--- src/rtl/dequantize_row_if.sv ---
// Row handshake bundle for dequantize_row: quantized rows in, dequantized rows out.
interface dequantize_row_if;
  logic        in_valid;
  logic        in_ready;
  logic [79:0] quantized_in;
  logic        is_luminance;
  logic        quantize_off;
  logic        out_valid;
  logic        out_ready;
  logic [95:0] dct_coeffs_out;
  logic [7:0]  out_row;
  logic        block_done;

  modport master (
    output in_valid, quantized_in, is_luminance, quantize_off, out_ready,
    input  in_ready, out_valid, dct_coeffs_out, out_row, block_done
  );

  modport slave (
    input  in_valid, quantized_in, is_luminance, quantize_off, out_ready,
    output in_ready, out_valid, dct_coeffs_out, out_row, block_done
  );
endinterface

--- src/rtl/dequantize_row.sv ---
// JPEG row dequantizer: 8 signed 10-bit coefficients x Annex K table row -> 8 signed 12-bit.
// Define DEQUANT_SATURATE_EN to clamp products to 12 bits; otherwise they wrap.
module dequantize_row (
  input  logic            clock,
  input  logic            reset_n,
  dequantize_row_if.slave bus
);

  localparam logic [7:0] LUMA_Q [64] = '{
    16,  11,  10,  16,  24,  40,  51,  61,
    12,  12,  14,  19,  26,  58,  60,  55,
    14,  13,  16,  24,  40,  57,  69,  56,
    14,  17,  22,  29,  51,  87,  80,  62,
    18,  22,  37,  56,  68, 109, 103,  77,
    24,  35,  55,  64,  81, 104, 113,  92,
    49,  64,  78,  87, 103, 121, 120, 101,
    72,  92,  95,  98, 112, 100, 103,  99
  };

  localparam logic [7:0] CHROMA_Q [64] = '{
    17,  18,  24,  47,  99,  99,  99,  99,
    18,  21,  26,  66,  99,  99,  99,  99,
    24,  26,  56,  99,  99,  99,  99,  99,
    47,  66,  99,  99,  99,  99,  99,  99,
    99,  99,  99,  99,  99,  99,  99,  99,
    99,  99,  99,  99,  99,  99,  99,  99,
    99,  99,  99,  99,  99,  99,  99,  99,
    99,  99,  99,  99,  99,  99,  99,  99
  };

  logic [2:0]       in_row;
  logic             lat_luma;
  logic             lat_bypass;

  logic             s1_valid;
  logic [79:0]      s1_data;
  logic [7:0][7:0]  s1_q;
  logic [2:0]       s1_row;
  logic             s1_bypass;

  logic             s2_valid;
  logic [95:0]      s2_data;
  logic [2:0]       s2_row;

  logic             s2_adv;
  logic             s1_free;
  logic             in_fire;
  logic             eff_luma;
  logic             eff_bypass;
  logic [7:0][7:0]  tbl_row;
  logic [5:0]       tbl_idx;
  logic signed [17:0] coef;
  logic signed [17:0] qent;
  logic signed [17:0] prod;
  logic [11:0]      narrow;
  logic [95:0]      s2_next;

  assign s2_adv       = !s2_valid || bus.out_ready;
  assign s1_free      = !s1_valid || s2_adv;
  assign bus.in_ready = reset_n && s1_free;
  assign in_fire      = bus.in_valid && bus.in_ready;

  // Row 0 takes its modes straight from the ports; rows 1..7 reuse the copy latched on row 0
  assign eff_luma   = (in_row == 3'd0) ? bus.is_luminance : lat_luma;
  assign eff_bypass = (in_row == 3'd0) ? bus.quantize_off : lat_bypass;

  always_comb begin
    tbl_row = '0;
    tbl_idx = '0;
    for (int unsigned k = 0; k < 8; k++) begin
      tbl_idx    = {in_row, 3'(k)};
      tbl_row[k] = eff_luma ? LUMA_Q[tbl_idx] : CHROMA_Q[tbl_idx];
    end
  end

  always_comb begin
    s2_next = '0;
    coef    = '0;
    qent    = '0;
    prod    = '0;
    narrow  = '0;
    for (int unsigned k = 0; k < 8; k++) begin
      coef = {{8{s1_data[10*k+9]}}, s1_data[10*k +: 10]};
      qent = {10'b0, s1_q[k]};
      prod = coef * qent;
`ifdef DEQUANT_SATURATE_EN
      if (prod > 18'sd2047)
        narrow = 12'h7FF;
      else if (prod < -18'sd2048)
        narrow = 12'h800;
      else
        narrow = prod[11:0];
`else
      narrow = prod[11:0];
`endif
      if (s1_bypass)
        narrow = {{2{s1_data[10*k+9]}}, s1_data[10*k +: 10]};
      s2_next[12*k +: 12] = narrow;
    end
  end

  always_ff @(posedge clock) begin
    if (!reset_n) begin
      in_row     <= '0;
      lat_luma   <= 1'b0;
      lat_bypass <= 1'b0;
      s1_valid   <= 1'b0;
      s1_data    <= '0;
      s1_q       <= '0;
      s1_row     <= '0;
      s1_bypass  <= 1'b0;
      s2_valid   <= 1'b0;
      s2_data    <= '0;
      s2_row     <= '0;
    end else begin
      if (in_fire) begin
        in_row <= in_row + 3'd1;
        if (in_row == 3'd0) begin
          lat_luma   <= bus.is_luminance;
          lat_bypass <= bus.quantize_off;
        end
      end
      if (s2_adv) begin
        s2_valid <= s1_valid;
        if (s1_valid) begin
          s2_data <= s2_next;
          s2_row  <= s1_row;
        end
      end
      if (s1_free) begin
        s1_valid <= bus.in_valid;
        if (bus.in_valid) begin
          s1_data   <= bus.quantized_in;
          s1_q      <= tbl_row;
          s1_row    <= in_row;
          s1_bypass <= eff_bypass;
        end
      end
    end
  end

  assign bus.out_valid      = s2_valid;
  assign bus.dct_coeffs_out = s2_data;
  assign bus.out_row        = {5'b0, s2_row};
  assign bus.block_done     = s2_valid && bus.out_ready && (s2_row == 3'd7);

endmodule

--- src/flat_wrapper.sv ---
// flat-port wrapper written by rule: the top's interface ports become plain ports
module dequantize_row_flat 
  (clock, reset_n, bus_in_valid, bus_quantized_in, bus_is_luminance, bus_quantize_off, bus_out_ready, bus_in_ready, bus_out_valid, bus_dct_coeffs_out, bus_out_row, bus_block_done);
  dequantize_row_if bus_i ();
  input  logic clock;
  input  logic reset_n;
  input wire logic [$bits(bus_i.in_valid)-1:0] bus_in_valid;
  input wire logic [$bits(bus_i.quantized_in)-1:0] bus_quantized_in;
  input wire logic [$bits(bus_i.is_luminance)-1:0] bus_is_luminance;
  input wire logic [$bits(bus_i.quantize_off)-1:0] bus_quantize_off;
  input wire logic [$bits(bus_i.out_ready)-1:0] bus_out_ready;
  output wire logic [$bits(bus_i.in_ready)-1:0] bus_in_ready;
  output wire logic [$bits(bus_i.out_valid)-1:0] bus_out_valid;
  output wire logic [$bits(bus_i.dct_coeffs_out)-1:0] bus_dct_coeffs_out;
  output wire logic [$bits(bus_i.out_row)-1:0] bus_out_row;
  output wire logic [$bits(bus_i.block_done)-1:0] bus_block_done;
  assign bus_i.in_valid = bus_in_valid;
  assign bus_i.quantized_in = bus_quantized_in;
  assign bus_i.is_luminance = bus_is_luminance;
  assign bus_i.quantize_off = bus_quantize_off;
  assign bus_i.out_ready = bus_out_ready;
  assign bus_in_ready = bus_i.in_ready;
  assign bus_out_valid = bus_i.out_valid;
  assign bus_dct_coeffs_out = bus_i.dct_coeffs_out;
  assign bus_out_row = bus_i.out_row;
  assign bus_block_done = bus_i.block_done;
  dequantize_row u_core (.clock(clock), .reset_n(reset_n), .bus(bus_i));
endmodule
--- config.mk ---
export PLATFORM = sky130hd
export DESIGN_NAME = dequantize_row_flat
export DESIGN_NICKNAME = d
export VERILOG_FILES = /design/src/rtl/dequantize_row_if.sv /design/src/rtl/dequantize_row.sv /design/src/flat_wrapper.sv
export SDC_FILE = /design/constraint.sdc
export NUM_CORES = 1
export LEC_CHECK = 0
export BUFFER_PORTS_ARGS = -buffer_cell sky130_fd_sc_hd__buf_2
export CORE_MARGIN = 5
export CORE_UTILIZATION = 62
export CTS_CLUSTER_DIAMETER = 100
export DETAILED_ROUTE_END_ITERATION = 8
export PLACE_DENSITY = 0.85
export SLEW_MARGIN = 15
export SYNTH_ARGS = -nofsm -noshare
export SYNTH_HDL_FRONTEND = slang
export SYNTH_SLANG_ARGS = --single-unit
--- constraint.sdc ---
create_clock -name clock -period 4.47 [get_ports clock]
set_input_delay 0.894 -clock clock [delete_from_list [all_inputs] [get_ports clock]]
set_output_delay 0.894 -clock clock [all_outputs]
set_load 0.01 [all_outputs]
==> impl_metrics.ini <==
[status]
status = finished, final reports clean

[clocking]
cts_tree = done
clock_path_buffers = 3
numCtsBuffers = 28
cts_root_buffer = clkbuf_16
cts-htree-levels = 1
cts.reportedPaths.clkPinSlew_ps = 70
cts_hold_buffers = 0
post_cts_buffers = 0
insertion_delay_ps = 570
clock-sinks = 244
post_cts_resized = 0

[run]
max-cap-violations = 0

[die]
fp.dieH_um = 205
io_pins = 193
die_area_um2 = 42100
fp-row-count = 71
core_um2 = 37700
dieWidth_um = 205
start_util = 0.627

[worst_setup_path]
critPathRequiredTime_ps = 4880
slowest_delay_ps = 530
crit_start = u_core.s1_data[74]
worstPathCellList = nand2_1 > fa_1 > inv_1 > fa_1 > ha_1 > inv_1 > fa_1 > inv_1 > ha_1 > a211oi_1 > o21bai_1 > or3_1 > a31oi_1 > xnor2_1 > o22ai_1
start_kind = flip-flop
crit_slowest_cell = dfxtp_1
reg2reg_depth = 15
endpoint = u_core.bus.dct_coeffs_out[95]
crit_arrival_ps = 4740
endpoint_kind = flip-flop
crit_path_max_fanout = 9
reg2reg_slack_ps = 150
r2r-end = u_core.bus.dct_coeffs_out[95]
rr_startpoint = u_core.s1_data[74]
path_buf_inv = 3
crit_family = adder cells
setup.worst_path.class = flip-flop to flip-flop
cp_num_cells = 15

[power_and_ir_drop]
power_density_nw_per_um2 = 247
vdd_drop_max_v = 0.000308
p_leak_nw = 12.4
p_total_mw = 6.38

[synth]
synth.area.top_cells = fa_1, dfxtp_1, ha_1
synth_seq_cells = 244
synthCells = 2862
synth-xor-area-share = 0.0474
synth_edf_count = 0
synth_ff_type = dfxtp_1
ys_seq_area_frac = 0.207
yosys.area_share.simple = 0.186
yosys.area.top_type_share = 0.224
synth_area_um2 = 23600
yosysWarnings = 0
synth_cell_types = 51
synthArstFlopShare = 0
muxShareOfSynthArea = 0.0158
yosysMostFrequentCell = nand2_1
synth_adder_area_share = 0.325
synth_top_family_by_area = adder cells
postSynthAreaPerCell_um2 = 8.25
ys_top_cells_by_count = nand2_1, inv_1, fa_1
synth_compound_gate_area_share = 0.121
synth_area_leader_cell = fa_1

[timing]
fin_setup_tns_ps = 0
slew_headroom = 0.219
worst_pin_slew_ps = 1170
fin_crit_sh = 0.967
fmax_ghz = 0.231
finalMaxSlewViolations = 0
hold_violations = 0
skew_ps = 12.8
min_period_ps = 4320
setup_ws_ps = 148
grt_setup_unrepaired = false
setup_viol = 0

[final_layout]
fin_util = 0.687
syn2layout_area_growth_pct = 9.56
drive_gt1_frac = 0.107
fin_nets = 3496

[global_routing]
globalRouteOverflowTotal = 0
grt_pass1_wl_um = 101000
antenna_found_initial = 2
grt_max_degree = 171
grt_pass1_vias = 20600
grt_usage = 0.293

[detailed_routing]
vias_per_cell = 5.68
antenna_left = 0
dr_total_vias = 19800
drc_errors = 0
avgRoutedWirePerCell_um = 17.6
totalWireLength_um = 61300
first_pass_iters = 6
drtIter0Drc = 1433

[min_path]
whs_path_depth = 2
min_path_type = flip-flop to flip-flop

[place]
hpwlAfterDp_um = 45000
gp_congestion = 0.935
pre_cts_slack_ps = 98.5
numPortBuffers = 187
-- where the power goes --
part / switching [mW] / leakage [nW] / internal, mW
registers: 0.254 / 2.01 / 2.32
logic: 0.831 / 9.96 / 0.595
clock network: 0.976 / 0.450 / 1.40
total: 2.06 / 12.4 / 4.32
-- routing by layer --
metal  global-route usage  share of wire
met1                0.375           0.40
met2                0.508           0.49
met3               0.0462          0.075
met4               0.0967          0.035
met5                    0        0.00020
-- kinds of logic after synthesis --
| logic type | after synthesis |
|---|---|
| flops | 244 |
| xor+xnor | 99 |
| other cells | 1 |
| simple gates | 970 |
| compound gates | 465 |
| buf+inv | 593 |
| fa+ha+maj | 454 |
| mux | 36 |
-- worst reg2reg max path, delay by kind of cell, from the launching register on --
family / cells / cell delay [ps]
flops: 1 / 530
simple gates: 2 / 480
compound gates: 4 / 800
buf+inv: 3 / 150
xor+xnor: 1 / 150
fa+ha+maj: 5 / 2070
-- cells in the final DEF (no fill, tap or decap), types with 53 or more instances in the layout --
cell type and instances:
a211oi_1 61, fa_1 264, nor2_1 115, and2_1 176, inv_1 409, buf_2 187
a21oi_1 177, o21ai_0 104, xnor2_1 60, dfxtp_1 232, buf_4 53, ha_1 190
nand2_1 557
-- sequential cells by signal, indices dropped and copies added, names as in the netlist --
register / cells
u_core.bus.dct_coeffs_out: 96
u_core.s1_data: 80
u_core.s1_q: 47
u_core.qent: 7
u_core.in_row: 3
u_core.s1_row: 3
u_core.s2_row: 3
u_core.bus.out_valid: 1
u_core.lat_bypass: 1
u_core.lat_luma: 1
u_core.s1_bypass: 1
u_core.s1_valid: 1
-- worst min path at each step --
| stage | start | end | slack (ps) |
|---|---|---|---|
| after floorplan | u_core.s1_row[0] | u_core.s2_row[0] | 430 |
| after global placement | u_core.bus.dct_coeffs_out[0] | u_core.bus.dct_coeffs_out[0] | 440 |
| after detailed placement | u_core.bus.dct_coeffs_out[41] | u_core.bus.dct_coeffs_out[41] | 440 |
| after CTS | u_core.bus.dct_coeffs_out[41] | u_core.bus.dct_coeffs_out[41] | 450 |
| after global routing | u_core.bus.dct_coeffs_out[36] | u_core.bus.dct_coeffs_out[36] | 470 |
| final | u_core.bus.dct_coeffs_out[41] | u_core.bus.dct_coeffs_out[41] | 450 |
-- area by class of cell --
type | instances | area, um2
clock inverters | 14 | 161
diodes | 1 | 2.50
inverters | 410 | 1540
well taps | 511 | 639
repair buffers | 243 | 1390
flip-flops and latches | 244 | 4900
multi-input cells | 2029 | 16400
fillers | 2976 | 11800
clock buffers | 36 | 782
-- through the flow --
step           cell area (um2)  instances  hold slack, ps
5_1_grt                  25900       3488             469
4_1_cts                  25800       3487             452
6_report                 25900       3488             452
2_1_floorplan            23600       2866             432
3_5_place_dp             24900       3437             445
3_3_place_gp             24900       3437             441
No activity file was read; power rests on OpenSTA's default activity.
